**src/rtl/eq_serial_sched_if.sv**
```systemverilog
// Request/response bundle for eq_serial_sched. Two requesters present
// operand pairs; one consumer takes the equality result.
interface eq_serial_sched_if #(
    parameter int WIDTH = 8
);
    logic             req0_valid;
    logic [WIDTH-1:0] req0_a;
    logic [WIDTH-1:0] req0_b;
    logic             req0_ready;

    logic             req1_valid;
    logic [WIDTH-1:0] req1_a;
    logic [WIDTH-1:0] req1_b;
    logic             req1_ready;

    logic             rsp_valid;
    logic             rsp_id;
    logic             rsp_eq;
    logic             rsp_ready;

    // Producer/consumer side: drives requests, accepts results.
    modport master (
        output req0_valid, req0_a, req0_b,
        input  req0_ready,
        output req1_valid, req1_a, req1_b,
        input  req1_ready,
        input  rsp_valid, rsp_id, rsp_eq,
        output rsp_ready
    );

    // Scheduler side.
    modport slave (
        input  req0_valid, req0_a, req0_b,
        output req0_ready,
        input  req1_valid, req1_a, req1_b,
        output req1_ready,
        output rsp_valid, rsp_id, rsp_eq,
        input  rsp_ready
    );
endinterface

```
**src/rtl/eq_serial_sched.sv**
```systemverilog
// Serial equality scheduler. Two requesters share one 2-bit sum-of-products
// equality slice; operands are compared LSB slice first, two bits per cycle,
// stopping at the first mismatching slice. WIDTH must be even and >= 2.
module eq_serial_sched #(
    parameter int WIDTH = 8
) (
    input  logic              clk,
    input  logic              rst_n,
    eq_serial_sched_if.slave  bus
);
    localparam int NS = WIDTH / 2;
    localparam int IW = (NS > 1) ? $clog2(NS) : 1;

    typedef enum logic [1:0] {
        S_IDLE,
        S_CMP,
        S_RESP
    } state_t;

    // 2-bit equality written as the four matching minterms.
    function automatic logic eq2_sop(input logic [1:0] x, input logic [1:0] y);
        return (~x[1] & ~x[0] & ~y[1] & ~y[0]) |
               (~x[1] &  x[0] & ~y[1] &  y[0]) |
               ( x[1] & ~x[0] &  y[1] & ~y[0]) |
               ( x[1] &  x[0] &  y[1] &  y[0]);
    endfunction

    state_t           state_q, state_d;
    logic [WIDTH-1:0] a_q, a_d;
    logic [WIDTH-1:0] b_q, b_d;
    logic             id_q, id_d;
    logic [IW-1:0]    idx_q, idx_d;
    logic             eq_acc_q, eq_acc_d;
    logic             last_id_q, last_id_d;
    logic             rsp_valid_q, rsp_valid_d;
    logic             rsp_id_q, rsp_id_d;
    logic             rsp_eq_q, rsp_eq_d;

    logic             grant0;
    logic             grant1;
    logic [1:0]       slice_a;
    logic [1:0]       slice_b;
    logic             slice_eq;

    // Current slice of the latched operands feeding the shared comparator.
    assign slice_a  = a_q[{idx_q, 1'b0} +: 2];
    assign slice_b  = b_q[{idx_q, 1'b0} +: 2];
    assign slice_eq = eq2_sop(slice_a, slice_b);

    // Next-state, arbitration and datapath control.
    always_comb begin
        // NOTE: every signal gets a default here so no path leaves one unassigned, which would infer a latch.
        state_d     = state_q;
        a_d         = a_q;
        b_d         = b_q;
        id_d        = id_q;
        idx_d       = idx_q;
        eq_acc_d    = eq_acc_q;
        last_id_d   = last_id_q;
        rsp_valid_d = rsp_valid_q;
        rsp_id_d    = rsp_id_q;
        rsp_eq_d    = rsp_eq_q;
        grant0      = 1'b0;
        grant1      = 1'b0;

        unique case (state_q)
            S_IDLE: begin
                // On a tie the requester that was not served last wins.
                if (bus.req0_valid && (!bus.req1_valid || last_id_q)) begin
                    grant0 = 1'b1;
                end else if (bus.req1_valid) begin
                    grant1 = 1'b1;
                end

                if (grant0 || grant1) begin
                    a_d      = grant1 ? bus.req1_a : bus.req0_a;
                    b_d      = grant1 ? bus.req1_b : bus.req0_b;
                    id_d     = grant1;
                    idx_d    = '0;
                    eq_acc_d = 1'b1;
                    state_d  = S_CMP;
                end
            end

            S_CMP: begin
                if (!slice_eq) begin
                    // Early termination on the first differing slice.
                    eq_acc_d    = 1'b0;
                    rsp_valid_d = 1'b1;
                    rsp_id_d    = id_q;
                    rsp_eq_d    = 1'b0;
                    state_d     = S_RESP;
                end else if (idx_q == IW'(NS - 1)) begin
                    rsp_valid_d = 1'b1;
                    rsp_id_d    = id_q;
                    rsp_eq_d    = eq_acc_q;
                    state_d     = S_RESP;
                end else begin
                    idx_d = idx_q + 1'b1;
                end
            end

            S_RESP: begin
                // Result held stable until the consumer takes it.
                if (bus.rsp_ready) begin
                    rsp_valid_d = 1'b0;
                    last_id_d   = rsp_id_q;
                    state_d     = S_IDLE;
                end
            end

            default: begin
                state_d = S_IDLE;
            end
        endcase
    end

    // State registers; reset aborts any in-flight compare.
    always_ff @(posedge clk or negedge rst_n) begin
        // NOTE: sequential state uses non-blocking assignments so every flop samples pre-edge values.
        if (!rst_n) begin
            state_q     <= S_IDLE;
            a_q         <= '0;
            b_q         <= '0;
            id_q        <= 1'b0;
            idx_q       <= '0;
            eq_acc_q    <= 1'b1;
            last_id_q   <= 1'b1;
            rsp_valid_q <= 1'b0;
            rsp_id_q    <= 1'b0;
            rsp_eq_q    <= 1'b0;
        end else begin
            state_q     <= state_d;
            a_q         <= a_d;
            b_q         <= b_d;
            id_q        <= id_d;
            idx_q       <= idx_d;
            eq_acc_q    <= eq_acc_d;
            last_id_q   <= last_id_d;
            rsp_valid_q <= rsp_valid_d;
            rsp_id_q    <= rsp_id_d;
            rsp_eq_q    <= rsp_eq_d;
        end
    end

    assign bus.req0_ready = grant0;
    assign bus.req1_ready = grant1;
    assign bus.rsp_valid  = rsp_valid_q;
    assign bus.rsp_id     = rsp_id_q;
    assign bus.rsp_eq     = rsp_eq_q;

endmodule

```
**src/flat_wrapper.sv**
```systemverilog
// flat-port wrapper written by rule: the top's interface ports become plain ports
module eq_serial_sched_flat 
#(
    parameter int WIDTH = 8
)
  (clk, rst_n, bus_req0_valid, bus_req0_a, bus_req0_b, bus_req0_ready, bus_req1_valid, bus_req1_a, bus_req1_b, bus_req1_ready, bus_rsp_valid, bus_rsp_id, bus_rsp_eq, bus_rsp_ready);
  eq_serial_sched_if #(.WIDTH(WIDTH)) bus_i ();
  input  logic clk;
  input  logic rst_n;
  input wire logic [$bits(bus_i.req0_valid)-1:0] bus_req0_valid;
  input wire logic [$bits(bus_i.req0_a)-1:0] bus_req0_a;
  input wire logic [$bits(bus_i.req0_b)-1:0] bus_req0_b;
  output wire logic [$bits(bus_i.req0_ready)-1:0] bus_req0_ready;
  input wire logic [$bits(bus_i.req1_valid)-1:0] bus_req1_valid;
  input wire logic [$bits(bus_i.req1_a)-1:0] bus_req1_a;
  input wire logic [$bits(bus_i.req1_b)-1:0] bus_req1_b;
  output wire logic [$bits(bus_i.req1_ready)-1:0] bus_req1_ready;
  output wire logic [$bits(bus_i.rsp_valid)-1:0] bus_rsp_valid;
  output wire logic [$bits(bus_i.rsp_id)-1:0] bus_rsp_id;
  output wire logic [$bits(bus_i.rsp_eq)-1:0] bus_rsp_eq;
  input wire logic [$bits(bus_i.rsp_ready)-1:0] bus_rsp_ready;
  assign bus_i.req0_valid = bus_req0_valid;
  assign bus_i.req0_a = bus_req0_a;
  assign bus_i.req0_b = bus_req0_b;
  assign bus_req0_ready = bus_i.req0_ready;
  assign bus_i.req1_valid = bus_req1_valid;
  assign bus_i.req1_a = bus_req1_a;
  assign bus_i.req1_b = bus_req1_b;
  assign bus_req1_ready = bus_i.req1_ready;
  assign bus_rsp_valid = bus_i.rsp_valid;
  assign bus_rsp_id = bus_i.rsp_id;
  assign bus_rsp_eq = bus_i.rsp_eq;
  assign bus_i.rsp_ready = bus_rsp_ready;
  eq_serial_sched #(.WIDTH(WIDTH)) u_core (.clk(clk), .rst_n(rst_n), .bus(bus_i));
endmodule
```
**config.mk**
```make
export PLATFORM = sky130hd
export DESIGN_NAME = eq_serial_sched_flat
export DESIGN_NICKNAME = d
export VERILOG_FILES = /design/src/rtl/eq_serial_sched_if.sv /design/src/rtl/eq_serial_sched.sv /design/src/flat_wrapper.sv
export SDC_FILE = /design/constraint.sdc
export NUM_CORES = 1
export LEC_CHECK = 0
export ABC_AREA = 0
export CAP_MARGIN = 20
export CORE_MARGIN = 4
export CORE_UTILIZATION = 26
export DETAILED_ROUTE_END_ITERATION = 10
export PLACE_DENSITY = 0.5
export RECOVER_POWER = 50
export SYNTH_ARGS = -nofsm -noshare
export SYNTH_HDL_FRONTEND = slang
export SYNTH_SLANG_ARGS = --single-unit
```
**constraint.sdc**
```tcl
create_clock -name clk -period 4.2 [get_ports clk]
set_input_delay 1.26 -clock clk [delete_from_list [all_inputs] [get_ports clk]]
set_output_delay 1.26 -clock clk [all_outputs]
set_load 0.1 [all_outputs]
```
==> results of run 1 <==
[stage by stage]
stage	cells	instance area [um2]	hold WS, ns	util [%]
after floorplan	153	1480	0.475	-
after global placement	263	2010	0.489	36.4
after detailed placement	263	2010	0.499	36.4
after CTS	267	2080	0.521	37.7
after global routing	267	2070	0.547	37.5
final	267	2070	0.514	37.5
[logic make-up (layout without fill, tap and decap cells)]
group / after synthesis / in the layout / synth area share [%]
xor gates and xnor gates: 8 / 8 / 4.73
adders and majority gates: 4 / 4 / 3.38
DFF: 26 / 26 / 44.1
AOI/OAI and AO/OA: 42 / 42 / 19.2
and+or+nand+nor: 42 / 42 / 12.9
muxes: 18 / 18 / 12.2
buffers and inverters: 13 / 55 / 3.46
[power by group]
part	internal [mW]	leakage [nW]	switching (mW)
clock	0.128	0.0357	0.0802
sequential	0.377	0.318	0.0889
combinational	0.300	0.535	0.444
[layer usage]
metal / global-route usage (%) / part of all wire [%] / wire length [um]
met2: 16.4 / 48 / 1600
met5: 0 / 0 / 0
met4: 4.39 / 1.9 / 62
met1: 12.7 / 45 / 1510
met3: 2.67 / 4.6 / 153
[layout make-up]
cell class	count	area, um2	share of cell area (%)
sequential	26	653	31.6
timing repair buffer	44	449	21.7
tap	72	90.1	4.36
clock buffer	3	41.3	2.00
clock inverter	1	30.0	1.45
inverter	7	26.3	1.27
multi-input combinational	114	777	37.6
[worst max path at each step]
stage,startpoint,endpoint,slack [ns]
after global placement,bus_req0_valid,bus_req0_ready,0.59
after detailed placement,bus_req0_valid,bus_req0_ready,0.53
after floorplan,bus_req0_valid,bus_req0_ready,0.14
after global routing,bus_req0_valid,bus_req0_ready,0.47
final,bus_req0_valid,bus_req0_ready,0.52
after CTS,bus_req0_valid,bus_req0_ready,0.51
[registers in the layout (all words and copies together) (netlist names), 2 cells and up]
name and count:
u_core.state_q 2, u_core.idx_q 2, u_core.a_q 8, u_core.b_q 8
[cell usage in the layout (no fill, tap or decap), types with 2 or more instances in the layout]
cell type and instances:
sky130_fd_sc_hd__clkdlybuf4s50_1 38, sky130_fd_sc_hd__nand2_1 28, sky130_fd_sc_hd__dfrtp_1 24, sky130_fd_sc_hd__mux2i_1 17, sky130_fd_sc_hd__o21ai_1 17, sky130_fd_sc_hd__inv_1 7
sky130_fd_sc_hd__xor2_1 6, sky130_fd_sc_hd__a21oi_1 4, sky130_fd_sc_hd__o211ai_1 4, sky130_fd_sc_hd__ha_1 4, sky130_fd_sc_hd__nand2b_1 3, sky130_fd_sc_hd__nand3_1 3
sky130_fd_sc_hd__clkbuf_8 3, sky130_fd_sc_hd__xnor2_1 2, sky130_fd_sc_hd__nor2b_1 2, sky130_fd_sc_hd__o21ai_0 2, sky130_fd_sc_hd__a31oi_1 2, sky130_fd_sc_hd__nor2_1 2
sky130_fd_sc_hd__a211o_1 2, sky130_fd_sc_hd__buf_12 2, sky130_fd_sc_hd__buf_4 2, sky130_fd_sc_hd__dfstp_2 2
[worst min-delay path, cell delays in order, from the launching register on]
cell and delay (ns):
sky130_fd_sc_hd__dfrtp_1 0.37, sky130_fd_sc_hd__nand2_1 0.05, sky130_fd_sc_hd__o21ai_1 0.06
==> Flow_metrics.wiki, run 1 <==
{| class="wikitable"
! Metric !! Value
|-
| Result of the run || complete, no violations
|-
| IR Drop Worst-Case VDD || 0.000393 V
|-
| Core region area || 5510 um2
|-
| Wire length of the first global-routing pass || 5790 um
|-
| Peak per-stage delay on the critical path || 0.57 ns
|-
| Total congestion overflow after global routing || 0
|-
| IO Count || 42
|-
| Number of nets still failing antenna checks after routing || 0
|-
| Biggest fanout along the worst timing path || 4
|-
| Initial DRT Pass Iterations || 3
|-
| Height of the die || 83.5 um
|-
| Hold EP || u_core.b_q[7]
|-
| Antenna violations before repair || 0
|-
| Crit-path cells || clkdlybuf4s50_1, nand2_1, a21oi_1, buf_12
|-
| Initial standard-cell utilization of the core || 26.9%
|-
| Share of synthesized flip-flops with an asynchronous set or reset || 100%
|-
| Count of hold-fix buffers inserted at cts || 0
|-
| Post-synth EDFFs || 0
|-
| Setup Crit Path Kind || input port to output pin
|-
| Warnings from Yosys || 0
|-
| Count of antenna diodes in the layout || 0
|-
| Maximum number of pins on one net before global-route repair || 35
|-
| Fill cell total of the finished layout || 578
|-
| Startpoint type of the worst setup path || input port
|-
| End of the worst register-to-register path || u_core.idx_q[0]
|-
| Count of buffering cells on the critical path with inverters included || 2
|-
| CP required || 2.94 ns
|-
| Post-DP HPWL || 2540 um
|-
| DR WL/cell || 12.5 um
|-
| Worst path slowest cell || sky130_fd_sc_hd__clkdlybuf4s50_1
|-
| Sequential share of the synthesized area || 44.1%
|-
| CP delay by family, top || buffers and inverters
|-
| Achievable frequency || 272 MHz
|-
| Clock transition at path regs || 0.09 ns
|-
| Gate Count Post-Synth || 153
|-
| Average via count per standard cell || 4.56
|-
| Time the worst path needs with I/O delays and setup || 3.68 ns
|-
| Dominant cells by area after synthesis || sky130_fd_sc_hd__dfrtp_1 41%, sky130_fd_sc_hd__mux2i_1 11%, sky130_fd_sc_hd__nand2_1 7.1%
|-
| Post-CTS setup repair buffer count || 0
|-
| Number of levels in the clock H-tree || 1
|-
| Maximum capacitance violations || 0
|-
| # clock sinks || 26
|-
| Number of buffers inserted by port buffering || 41
|-
| CTS resizes || 0
|-
| Buffer depth of the longest clock path || 2
|-
| Final total negative setup slack || 0 ns
|-
| Final net count || 237
|-
| Drt first-iter violations || 16
|-
| Number of design rule violations left after detail routing || 0
|-
| TritonCTS clock tree || yes
|-
| Static Leakage || 0.888 nW
|-
| Post-detailed-routing wire length || 3330 um
|-
| Width of the die || 83.5 um
|-
| Clock latency on the worst-skew pair || 0.27 ns
|-
| Vias in the first global route || 1336
|-
| Number of cells on the worst hold path || 2
|-
| Post-synth top area cell || sky130_fd_sc_hd__dfrtp_1
|-
| Root buffer cell || sky130_fd_sc_hd__clkbuf_8
|-
| Relative slew margins || 6.17%
|-
| RSZ-0062 raised after global routing || false
|-
| Period Utilization, post-route || 87.5%
|-
| Synthesized flop and latch total || 26
|-
| Layout Area Growth over Synthesis || 39.5%
|-
| Leading post-synthesis cells by instance count || 28 x sky130_fd_sc_hd__nand2_1, 24 x sky130_fd_sc_hd__dfrtp_1, 18 x sky130_fd_sc_hd__o21ai_1
|-
| Number of gates on the worst path with buffers counted || 4
|-
| Startpoint of the most critical hold path || u_core.b_q[7]
|-
| Worst r2r src || u_core.a_q[1]
|-
| TritonCTS Buffers || 3
|-
| Average cell area after synthesis || 9.68 um2
|-
| Total routing resource utilization after global routing || 10.1%
|-
| Setup slack at placement || 0.526 ns
|-
| CP arrival || 2.42 ns
|-
| Total power per unit cell area || 686 nW/um2
|-
| Routability-driven placement congestion ratio || 0.746
|-
| Syn nets || 194
|-
| Standard-cell rows || 27
|-
| Setup ws final || 0.524 ns
|-
| Class of the tightest hold or removal check || register to register
|-
| Setup slack of the worst register-to-register path || 2.29 ns
|-
| Max-slew violation count || 0
|-
| Synthesized cell area || 1480 um2
|-
| Final Skew || 0.00224 ns
|-
| Fraction of layout instances using a drive strength above 1 || 7.69%
|-
| Die ar. || 6970 um2
|-
| Power, Total || 1.42 mW
|-
| Unique cell type count in the Yosys netlist || 36
|-
| Setup Viol. Count Final || 0
|-
| Worst Reg-to-Reg Cells || 5
|-
| Sort of element at the end of the critical path || output pin
|-
| Final hold vios || 0
|-
| Overall via count from detail_route || 1217
|-
| Share of Yosys cell area claimed by the top area cell type || 40.5%
|-
| Most instantiated library cell after synthesis || sky130_fd_sc_hd__nand2_1
|-
| Most used flip-flop cell after synthesis || sky130_fd_sc_hd__dfrtp_1
|-
| Slew @ Worst Pin || 1.41 ns
|}
(Power assumes the default switching activity.)
==> run 2: changes to the inputs <==
--- a/config.mk
+++ b/config.mk
@@ -7,6 +7,7 @@
 export LEC_CHECK = 0
 export ABC_AREA = 0
 export CAP_MARGIN = 20
+export CORE_ASPECT_RATIO = 1.25
 export CORE_MARGIN = 4
 export CORE_UTILIZATION = 26
 export DETAILED_ROUTE_END_ITERATION = 10
==> Flow_metrics.wiki, run 2 (synthesis gave the netlist of run 1 again) <==
{| class="wikitable"
! Metric !! Value
|-
| Result of the run || complete, no violations
|-
| Die ar. || 6980 um2
|-
| Maximum capacitance violations || 0
|-
| Final hold vios || 0
|-
| Setup ws final || 0.538 ns
|-
| Fraction of layout instances using a drive strength above 1 || 7.69%
|-
| Crit-path cells || clkdlybuf4s50_1, a21boi_2, and2_1, buf_12
|-
| Int Power || 0.762 mW
|-
| Height of the die || 92.4 um
|-
| Width of the die || 75.5 um
|-
| Number of design rule violations left after detail routing || 0
|-
| Total routing resource utilization after global routing || 10.4%
|-
| Startpoint of the most critical hold path || u_core.a_q[1]
|-
| CP arrival || 2.40 ns
|-
| TritonCTS clock tree || yes
|-
| DR WL/cell || 12.8 um
|-
| Registers with the highest flip-flop counts || u_core.a_q x8, u_core.b_q x8
|-
| Worst path slowest cell || sky130_fd_sc_hd__clkdlybuf4s50_1
|-
| Initial standard-cell utilization of the core || 27.0%
|-
| Fill cell total of the finished layout || 551
|-
| Slew @ Worst Pin || 1.42 ns
|-
| Total power per unit cell area || 679 nW/um2
|-
| Number of levels in the clock H-tree || 1
|-
| Met1 track demand over resource || 11.9%
|-
| Setup slack of the worst register-to-register path || 2.23 ns
|-
| Initial DRT Pass Iterations || 4
|-
| RSZ-0062 raised after global routing || false
|-
| End of the worst register-to-register path || u_core.idx_q[0]
|-
| Layout Area Growth over Synthesis || 37.8%
|-
| Final total negative setup slack || 0 ns
|-
| Drt first-iter violations || 59
|-
| Routability-driven placement congestion ratio || 0.753
|-
| Vias in the first global route || 1321
|-
| Clock network fraction of design power || 11.7%
|-
| Buffer depth of the longest clock path || 2
|-
| Antenna violations before repair || 0
|-
| Standard-cell rows || 30
|-
| TritonCTS Buffers || 3
|-
| Final net count || 237
|-
| Number of nets still failing antenna checks after routing || 0
|-
| Max-slew violation count || 0
|-
| Time the worst path needs with I/O delays and setup || 3.66 ns
|-
| Achievable frequency || 273 MHz
|-
| Average via count per standard cell || 4.70
|-
| Core region area || 5480 um2
|-
| Post-DP HPWL || 2630 um
|-
| Clock transition at path regs || 0.09 ns
|-
| Final Skew || 0.00272 ns
|-
| Commonest non-fill, non-tap cells in the layout || 38 x sky130_fd_sc_hd__clkdlybuf4s50_1, 28 x sky130_fd_sc_hd__nand2_1, 24 x sky130_fd_sc_hd__dfrtp_1
|-
| Count of antenna diodes in the layout || 0
|-
| # clock sinks || 26
|-
| Static Leakage || 0.881 nW
|-
| Root buffer cell || sky130_fd_sc_hd__clkbuf_8
|-
| Wire length of the first global-routing pass || 5730 um
|-
| Comb power frac || 54.4%
|-
| Setup slack at placement || 0.549 ns
|-
| Net switching power of the design || 0.623 mW
|-
| IR Drop Worst-Case VDD || 0.000234 V
|-
| Most crowded layer after global routing || met2
|-
| Post-detailed-routing wire length || 3320 um
|-
| Count of hold-fix buffers inserted at cts || 0
|-
| Setup Viol. Count Final || 0
|-
| Sort of element at the end of the critical path || output pin
|-
| CTS resizes || 0
|-
| Number of cells on the worst hold path || 2
|-
| Peak per-stage delay on the critical path || 0.54 ns
|-
| Clock latency on the worst-skew pair || 0.27 ns
|-
| Maximum number of pins on one net before global-route repair || 27
|-
| M2 GR Usage || 18.9%
|-
| Number of buffers inserted by port buffering || 41
|-
| Most common cell after layout, fill and taps aside || sky130_fd_sc_hd__clkdlybuf4s50_1
|-
| Class of the tightest hold or removal check || register to register
|-
| Worst Reg-to-Reg Cells || 5
|-
| Overall via count from detail_route || 1217
|-
| Relative slew margins || 5.57%
|-
| CP required || 2.94 ns
|-
| Total congestion overflow after global routing || 0
|-
| Worst r2r src || u_core.a_q[1]
|-
| Seq pwr share || 33.9%
|-
| Post-CTS setup repair buffer count || 0
|-
| Period Utilization, post-route || 87.2%
|-
| Net Sw Frac || 45.0%
|-
| IO Count || 42
|-
| Hold EP || u_core.a_q[1]
|-
| Setup Crit Path Kind || input port to output pin
|-
| Biggest fanout along the worst timing path || 4
|-
| Startpoint type of the worst setup path || input port
|-
| M3 GR Usage || 1.74%
|}
-- run 2: changes by cell type in the layout (fill, tap and decap cells not counted) --
| cell | change |
|---|---|
| sky130_fd_sc_hd__bufinv_16 | -1 |
| sky130_fd_sc_hd__clkbuf_8 | +1 |
-- run 2: worst max path at each step --
| stage | start | end | slack, ns | cells after the start |
|---|---|---|---|---|
| floorplan | bus_req0_valid | bus_req0_ready | 0.14 | 2 |
| global placement | bus_req1_valid | bus_req1_ready | 0.59 | 4 |
| detailed placement | bus_req1_valid | bus_req1_ready | 0.55 | 4 |
| CTS | bus_req1_valid | bus_req1_ready | 0.54 | 4 |
| global route | bus_req0_valid | bus_req0_ready | 0.47 | 4 |
| finish | bus_req1_valid | bus_req1_ready | 0.54 | 4 |
-- run 2: stage by stage --
step	hold WS, ns	util, %	std cells	power [mW]	area, um2
2_1_floorplan	0.475	-	153	1.03	1480
3_3_place_gp	0.490	36.4	255	1.23	2000
3_5_place_dp	0.495	36.4	255	1.25	2000
4_1_cts	0.516	37.4	259	1.42	2050
5_1_grt	0.557	37.2	259	1.51	2040
6_report	0.509	37.2	259	1.39	2040
-- run 2: final cells by class --
class                   instances  area, um2  area share, %
repair buffers                 44        449           22.0
inverters                       7       26.3           1.29
well taps                      64       80.1           3.92
clock buffers                   4       55.1           2.70
multi-input cells             114        777           38.1
flip-flops and latches         26        653           32.0
-- run 2: critical path: cells and delay by family --
family | cells | cell delay [ns]
buffers and inverters | 2 | 0.73
AO/OA/AOI/OAI | 1 | 0.21
AND/OR/NAND/NOR | 1 | 0.20
-- run 2: power by group through the flow --
stage	combinational [mW]	sequential, mW	clock (mW)
2_1_floorplan	0.506	0.527	0
3_3_place_gp	0.760	0.471	0
3_5_place_dp	0.777	0.476	0
4_1_cts	0.781	0.471	0.168
5_1_grt	0.845	0.490	0.179
6_report	0.754	0.469	0.162
-- run 2: layer usage --
| layer | share of wire, % | routed length (um) |
|---|---|---|
| met1 | 41 | 1350 |
| met3 | 5.5 | 182 |
| met2 | 52 | 1740 |
| met5 | 0 | 0 |
| met4 | 1.3 | 44 |
==> RTL change (flow settings as in run 1) <==
The 3 states of `state_t` get a one-hot encoding in 3 bits.
--- a/src/rtl/eq_serial_sched.sv
+++ b/src/rtl/eq_serial_sched.sv
@@ -12,8 +12,8 @@
     localparam int IW = (NS > 1) ? $clog2(NS) : 1;
 
-    typedef enum logic [1:0] {
-        S_IDLE,
-        S_CMP,
-        S_RESP
+    typedef enum logic [2:0] {
+        S_IDLE = 3'b001,
+        S_CMP  = 3'b010,
+        S_RESP = 3'b100
     } state_t;
 
Formal check against the unedited RTL: no difference found for any inputs over 10 cycles, from zero or initial values and one cycle with rst_n low; not proved beyond that.
==> RTL change against run 1 <==
  * Synthesized area fell by 7.4%
  * Cell area fell by 6.7%
  * Combinational power fell by 21%
  * Setup slack improved by 0.019 ns
  * Wire length fell by 15%
  * Total power fell by 15%
  * Sequential cell count rose by 1
  * Critical path type unchanged
  * Largest cell class is now registers
==> RTL change: results (changes against run 1) <==
status: "finished clean"
synth_nets: 167  # -14%
dp_hpwl_um: 2240  # -12%
rr_endpoint: "u_core.bus.rsp_id"
startpoint: "bus_req1_valid"
globalRouteMet1Util_pct: 10.7  # -2.0 points
grtUsageMet3_pct: 2.91  # +0.25 points
clock_skew_ns: 0.00245  # +0.000211 ns
wl_per_cell_um: 11.6  # -7.0%
gp_congestion: 0.751  # +0.75%
synth_top_area_share_pct: 43.8  # +3.3 points
cp-endpoint: "bus_req1_ready"
placed_cells: 240  # -8.7%
relSlewSlack_pct: 31.8  # +26 points
yosys-top-cells-area: "dfrtp_1 44%, mux2i_1 12%, o21ai_0 7.3%, dfstp_2 5.7%, nand2_1 5.5%"
sequentialPowerShare_pct: 39.2  # +6.4 points
wl_um: 2830  # -15%
dpl_cell_area_sq_um: 1930  # -3.7%
met2_usage_pct: 16.5  # +0.074 points
syn2layout_area_growth_pct: 40.7
sw_frac_of_total_pct: 42.2  # -1.1 points
syn_inst: 129  # -16%
fillers: 549  # -5.0%
fin_crit_sh_pct: 87.1  # -0.45 points
nets: 213  # -10%
post_route_cells_drive_above_1_share_pct: 12.1  # +4.4 points
seq_area_frac_synth_pct: 49.5  # +5.5 points
dr.pass1.iters: 4  # +1
peakVddDrop_mv: 0.309  # -22%
==> RTL change: changes by cell type in the layout (fill, tap and decap cells not counted), moves of 3 or more <==
cell      before  now
ha_1           4    1
xor2_1         6    2
nand4_1        0    3
o21ai_0        2   20
nand3_1        3    0
xnor2_1        2    6
o211ai_1       4    0
nand2_1       28   20
inv_1          7    0
o21ai_1       17    0
==> RTL change: cell families (layout without fill, tap and decap cells) <==
logic type / count (synthesis) / in the layout / synth area share, %
simple gates: 41 / 41 / 16.0
fa+ha+maj: 1 / 1 / 0.912
buf+inv: 5 / 50 / 1.55
compound gates: 28 / 28 / 12.6
mux: 19 / 19 / 14.3
xor+xnor: 8 / 8 / 5.11
flops: 27 / 27 / 49.5
==> RTL change: cell type report <==
type	count	area share (%)
flip-flops and latches	27	35.2
repair buffers	46	24.1
well taps	70	4.54
multi-input cells	97	33.8
clock inverters	1	0.259
clock buffers	3	2.14
==> RTL change: how the worst min path moves through the flow <==
stage	slack (ns)	end	cells after the start	startpoint
2_1_floorplan	0.46	u_core.eq_acc_q	2	u_core.eq_acc_q
3_3_place_gp	0.48	u_core.eq_acc_q	2	u_core.eq_acc_q
3_5_place_dp	0.47	u_core.eq_acc_q	2	u_core.eq_acc_q
4_1_cts	0.49	u_core.eq_acc_q	2	u_core.eq_acc_q
5_1_grt	0.53	u_core.eq_acc_q	2	u_core.eq_acc_q
6_report	0.49	u_core.eq_acc_q	2	u_core.eq_acc_q
==> RTL change: worst register-to-register path, cell delays in order, from the launching register on <==
cell and delay (ns):
dfrtp_1 0.40, xor2_1 0.16, or4_1 0.50, a41oi_1 0.55
nor2_2 0.11, mux2_1 0.32
